===== config.mk =====
export PLATFORM = sky130hd
export DESIGN_NAME = sram_bus_arbiter
export DESIGN_NICKNAME = d
export VERILOG_FILES = /design/src/rtl/sram_bus_arbiter.sv
export SDC_FILE = /design/constraint.sdc
export NUM_CORES = 1
export LEC_CHECK = 0
export BUFFER_PORTS_ARGS = -buffer_cell sky130_fd_sc_hd__buf_2
export CAP_MARGIN = 20
export CORE_ASPECT_RATIO = 0.6
export CORE_MARGIN = 1
export CORE_UTILIZATION = 25
export CTS_BUF_LIST = sky130_fd_sc_hd__clkbuf_8
export CTS_CLUSTER_DIAMETER = 100
export DETAILED_ROUTE_END_ITERATION = 8
export GPL_ROUTABILITY_DRIVEN = 0
export GPL_TIMING_DRIVEN = 0
export HOLD_SLACK_MARGIN = 0.12
export SETUP_SLACK_MARGIN = 0.4
export SLEW_MARGIN = 20
export SYNTH_ARGS = -nofsm -noshare
export SYNTH_HDL_FRONTEND = slang
export SYNTH_SLANG_ARGS = --single-unit

===== constraint.sdc =====
create_clock -name clk -period 2.05 [get_ports clk]
set_clock_uncertainty 0.1 [all_clocks]
set_input_delay 0.41 -clock clk [delete_from_list [all_inputs] [get_ports clk]]
set_output_delay 0.41 -clock clk [all_outputs]
set_load 0.01 [all_outputs]

===== src/rtl/sram_bus_arbiter.sv =====
// sram_bus_arbiter
//   Shares one whole-word SRAM driver between the instruction-fetch (IF)
//   port and the data-memory (MEM) port. MEM wins ties. Sub-word stores are
//   turned into an atomic read-modify-write. Each finished request gets a
//   one-cycle ready pulse on its own port.
//
// Ports
//   clk, rst                 clock (rising edge), synchronous active-low reset
//   if_req/if_addr           fetch request, byte address
//   if_rdata/if_ready        fetched word (registered), completion pulse
//   mem_req/mem_we/mem_sel   data request, store flag, byte enables
//   mem_addr/mem_wdata       data byte address, store data
//   mem_rdata/mem_ready      load word (registered), completion pulse
//   ram_en/ram_re/ram_we     driver strobes, decoded from state
//   ram_addr/ram_wdata       driver word address / write data
//   ram_rdata/ram_ack        driver read data / write acknowledge
module sram_bus_arbiter #(
    parameter int ADDR_W = 21,
    parameter int DATA_W = 32
) (
    input  logic                clk,
    input  logic                rst,
    input  logic                if_req,
    input  logic [31:0]         if_addr,
    output logic [DATA_W-1:0]   if_rdata,
    output logic                if_ready,
    input  logic                mem_req,
    input  logic                mem_we,
    input  logic [DATA_W/8-1:0] mem_sel,
    input  logic [31:0]         mem_addr,
    input  logic [DATA_W-1:0]   mem_wdata,
    output logic [DATA_W-1:0]   mem_rdata,
    output logic                mem_ready,
    output logic                ram_en,
    output logic                ram_re,
    output logic                ram_we,
    output logic [ADDR_W-1:0]   ram_addr,
    output logic [DATA_W-1:0]   ram_wdata,
    input  logic [DATA_W-1:0]   ram_rdata,
    input  logic                ram_ack
);

    localparam int NB = DATA_W / 8;
    localparam logic [NB-1:0] SEL_ALL = '1;

    localparam logic [2:0] S_BOOT   = 3'd0;
    localparam logic [2:0] S_IDLE   = 3'd1;
    localparam logic [2:0] S_RISSUE = 3'd2;
    localparam logic [2:0] S_RDATA  = 3'd3;
    localparam logic [2:0] S_WISSUE = 3'd4;
    localparam logic [2:0] S_WWAIT  = 3'd5;
    localparam logic [2:0] S_DONE   = 3'd6;

    logic [2:0]        state_q, state_d;
    logic              port_q, port_d;      // 0 = IF, 1 = MEM
    logic [ADDR_W-1:0] addr_q, addr_d;
    logic              we_q, we_d;
    logic [NB-1:0]     sel_q, sel_d;
    logic [DATA_W-1:0] wdata_q, wdata_d;
    logic [DATA_W-1:0] merge_q, merge_d;
    logic [DATA_W-1:0] if_rdata_q, if_rdata_d;
    logic [DATA_W-1:0] mem_rdata_q, mem_rdata_d;

    // Byte-offset bits and address bits above the SRAM window are don't-care.
    logic unused_addr_bits;
    assign unused_addr_bits = ^{if_addr[31:ADDR_W+2], if_addr[1:0],
                                mem_addr[31:ADDR_W+2], mem_addr[1:0]};

    always_comb begin
        state_d     = state_q;
        port_d      = port_q;
        addr_d      = addr_q;
        we_d        = we_q;
        sel_d       = sel_q;
        wdata_d     = wdata_q;
        merge_d     = merge_q;
        if_rdata_d  = if_rdata_q;
        mem_rdata_d = mem_rdata_q;
        case (state_q)
            // One quiet cycle so a write the driver started before reset can drain.
            S_BOOT: state_d = S_IDLE;
            S_IDLE: begin
                if (mem_req) begin
                    port_d  = 1'b1;
                    addr_d  = mem_addr[ADDR_W+1:2];
                    we_d    = mem_we;
                    sel_d   = mem_sel;
                    wdata_d = mem_wdata;
                    if (!mem_we) begin
                        state_d = S_RISSUE;
                    end else if (mem_sel == SEL_ALL) begin
                        merge_d = mem_wdata;
                        state_d = S_WISSUE;
                    end else if (mem_sel == '0) begin
                        state_d = S_DONE;
                    end else begin
                        state_d = S_RISSUE;     // partial store: read first
                    end
                end else if (if_req) begin
                    port_d  = 1'b0;
                    addr_d  = if_addr[ADDR_W+1:2];
                    we_d    = 1'b0;
                    sel_d   = '0;
                    wdata_d = '0;
                    state_d = S_RISSUE;
                end
            end
            S_RISSUE: state_d = S_RDATA;
            S_RDATA: begin
                if (we_q) begin
                    // RMW: splice the enabled store bytes into the word just read.
                    for (int i = 0; i < NB; i++)
                        merge_d[8*i +: 8] = sel_q[i] ? wdata_q[8*i +: 8] : ram_rdata[8*i +: 8];
                    state_d = S_WISSUE;
                end else begin
                    if (port_q) mem_rdata_d = ram_rdata;
                    else        if_rdata_d  = ram_rdata;
                    state_d = S_DONE;
                end
            end
            S_WISSUE: state_d = S_WWAIT;
            S_WWAIT:  if (ram_ack) state_d = S_DONE;
            S_DONE:   state_d = S_IDLE;
            default:  state_d = S_IDLE;
        endcase
    end

    always_ff @(posedge clk) begin
        if (!rst) begin
            state_q     <= S_BOOT;
            port_q      <= 1'b0;
            addr_q      <= '0;
            we_q        <= 1'b0;
            sel_q       <= '0;
            wdata_q     <= '0;
            merge_q     <= '0;
            if_rdata_q  <= '0;
            mem_rdata_q <= '0;
        end else begin
            state_q     <= state_d;
            port_q      <= port_d;
            addr_q      <= addr_d;
            we_q        <= we_d;
            sel_q       <= sel_d;
            wdata_q     <= wdata_d;
            merge_q     <= merge_d;
            if_rdata_q  <= if_rdata_d;
            mem_rdata_q <= mem_rdata_d;
        end
    end

    assign ram_re    = (state_q == S_RISSUE) || (state_q == S_RDATA);
    assign ram_we    = (state_q == S_WISSUE);
    assign ram_en    = ram_re || ram_we;
    assign ram_addr  = addr_q;
    assign ram_wdata = merge_q;

    assign if_ready  = (state_q == S_DONE) && !port_q;
    assign mem_ready = (state_q == S_DONE) &&  port_q;
    assign if_rdata  = if_rdata_q;
    assign mem_rdata = mem_rdata_q;

endmodule


==> out/metrics.yaml <==
run_status:
  status: "complete, no violations"
cts:
  numCtsBuffers: 17
  cts_root_buf: "clkbuf_8"
  cts_tree: "built"
  clk_pin_slew_worst_paths_ns: 0.09
  cts.sinks: 158
  clkLatencyLatePin_ns: 0.49
  htreeDepth: 4
  clk_path_buf_depth: 2
routing:
  drt_iter0_markers: 418
  vias: 7042
  wl_um: 28100
  wire_per_inst_um: 18.7
  drc: 0
  ant_nets: 0
  dr.pass1.iters: 5
  vias_per_cell: 4.68
critical_path:
  worst-path-buf-inv: 3
  critical_path.top_delay_family: "flip-flops"
  end_kind: "primary output"
  crit_type: "flip-flop to primary output"
  cp_cell_sequence: "buf_6 -> inv_8 -> ha_4 -> or2_4 -> buf_6"
  max_stage_delay_ns: 0.34
  required_ns: 1.54
  crit_fanout: 5
  arrival_ns: 1.50
  ff2ff_setup_slack_ns: 0.09
  slowest_stage: "dfxtp_2"
  worst_path_most_repeated_cell: "buf_6"
  start_kind: "flip-flop"
timing:
  hold_viol_final: 0
  maxSlewHeadroom: 0.354
  hold_ws_ns: 0.180
  rsz0062_at_grt: "yes"
  slew_viol_final: 0
  fin_crit_sh: 0.980
  setup_violations: 0
  fin_tns_setup_ns: 0
  period_needed_ns: 2.01
  worst_pin_slew_ns: 0.969
  clock.fmax_mhz: 498
  fin_ws_ns: 0.0412
place:
  pre_cts_ws_ns: -0.175
  hpwl_um: 18000
  io_buffers: 236
floorplan:
  die_x_um: 211
  dieArea_um2: 26800
  num_rows: 45
  initial_core_util: 0.256
  io_pins: 260
  core_area_um2: 25400
  die_h_um: 127
pwr:
  p_leak_nw: 4.50
  power.density_nw_per_um2: 633
  switching_share: 0.299
  ir_drop_uv: 446
  combPwrFrac: 0.199
  switchingPower_mw: 2.19
  p_clk_frac: 0.353
  p_int_mw: 5.13
  finalPower_mw: 7.32
  p_seq_frac: 0.447
synth:
  async_flop_share: 0
  synth_area_leader_cell: "dfxtp_1"
  syn_inst: 755
  synth_seq_cells: 158
  syn-cell-area_um2: 6530
  synth_area_leaders: "dfxtp_1 (48%), nand2_1 (11%), mux2i_1 (8.1%)"
  netlist.area_leader.share: 0.485
  yosysMostFrequentCell: "nand2_1"
  ys_seq_area_frac: 0.485
  synth_nets: 895
  yosys-top-cells-count: "nand2_1 (192), dfxtp_1 (158), a21oi_1 (68), nor2_1 (63), mux2i_1 (53)"
  avgSynthCellArea_um2: 8.64
  synth_edf_count: 0
  synth_warnings: 0
  ys_types: 43
  ys.flop_type: "dfxtp_1"
run:
  maxCapViolations: 0
cells_and_area:
  final_nets: 1280
  area_growth_pct: 77.1
  drive_gt1_frac: 0.493
  final_util: 0.454
global_routing:
  gr-total-overflow: 0
  grt_usage: 0.201
  first_global_vias: 6582
  antenna_found_initial: 1
  grt_start_max_net_pins: 17
  grt_first_pass_wirelength_um: 39900
hold_path:
  hold_path.class: "input pin to flip-flop"
[flip-flops by register name (all words and copies together) (netlist names)]
register and flops:
mem_rdata 32, port_q 1, wdata_q 32, sel_q 4, ram_addr 21, we_q 1, state_q 3, if_rdata 32
ram_wdata 32
[path summary, 6_finish.rpt]
kind | startpoint | end | cells past startpoint
setup / recovery | state_q[2] | ram_en | 5
hold reg to reg | ram_wdata[31] | ram_wdata[31] | 2
setup reg to reg | state_q[2] | ram_wdata[4] | 9
hold / removal | if_addr[16] | ram_addr[14] | 3
[routing by layer]
metal	global-route usage	vias to the layer above	wire, um
li1	-	3422	-
met1	0.293	3379	14500
met2	0.285	213	11600
met3	0.0558	28	1560
met4	0.0580	0	499
met5	0	-	0
[power by group through the flow]
stage	Combinational (mW)	Sequential, mW	Clock [mW]
finish	1.46	3.27	2.59
global route	1.56	3.29	2.77
CTS	1.19	3.25	2.64
detailed placement	0.869	3.32	0
global placement	0.862	3.31	0
floorplan	0.459	3.34	0
[per-stage QoR]
step	cells	instance area [um2]
after global routing	1506	11600
after CTS	1488	10400
after detailed placement	1343	8200
after global placement	1343	8200
final	1506	11600
after floorplan	755	6580
[what timing repair did]
action                                 CTS  global route
pin swaps                               49            49
setup endpoints to repair              160           163
endpoints found under the hold margin  121             0
gates resized for setup                171           233
hold buffers                            72             0
buffers inserted                        31            11
gates cloned                            10             6
[tightest hold or removal path, stage by stage]
cell and delay, ns:
buf_2 0.10, mux2i_1 0.14, a211oi_2 0.08
[cells in the final DEF, fill, tap and decap left out, types with 3 or more instances in the layout]
| cell | synthesis | routed |
|---|---|---|
| clkinvlp_4 | 0 | 3 |
| nand2_1 | 192 | 144 |
| a211oi_2 | 1 | 21 |
| clkbuf_8 | 0 | 18 |
| a21oi_2 | 0 | 41 |
| buf_2 | 17 | 238 |
| dlygate4sd3_1 | 0 | 72 |
| buf_6 | 6 | 32 |
| nand2_4 | 0 | 30 |
| nor2_4 | 0 | 7 |
| bufinv_16 | 0 | 3 |
| nor3_4 | 1 | 3 |
| mux2i_1 | 53 | 53 |
| o2111ai_2 | 0 | 13 |
| nor2_2 | 0 | 3 |
| buf_8 | 0 | 14 |
| a22oi_2 | 10 | 36 |
| clkbuf_16 | 0 | 9 |
| clkbuf_1 | 34 | 20 |
| o2111ai_4 | 0 | 6 |
| o21ai_1 | 2 | 32 |
| a21oi_1 | 68 | 27 |
| buf_12 | 0 | 15 |
| clkbuf_4 | 0 | 3 |
| nand2_2 | 0 | 18 |
| inv_6 | 0 | 4 |
| dfxtp_1 | 158 | 154 |
| o2111ai_1 | 32 | 13 |
| buf_16 | 0 | 8 |
| buf_4 | 2 | 18 |
| nor2_1 | 63 | 53 |
[cells by family after synthesis]
logic type	after synthesis	synth area share
fa+ha+maj	2	0.00383
xor+xnor	1	0.00134
flops	158	0.485
simple gates	275	0.172
compound gates	195	0.204
buf+inv	71	0.0527
mux	53	0.0813
[final cells by class]
cell class                      instances  area [um2]
Buffer                                 67         751
Inverter                                4        22.5
Tap cell                              352         440
Fill cell                            2516       13900
Sequential cell                       158        3170
Clock buffer                           17         234
Antenna cell                            1        2.50
Timing Repair Buffer                  366        2740
Multi-Input combinational cell        526        4010
Clock inverter                         15         186
Note: power is estimated with default switching activity, not from simulation.
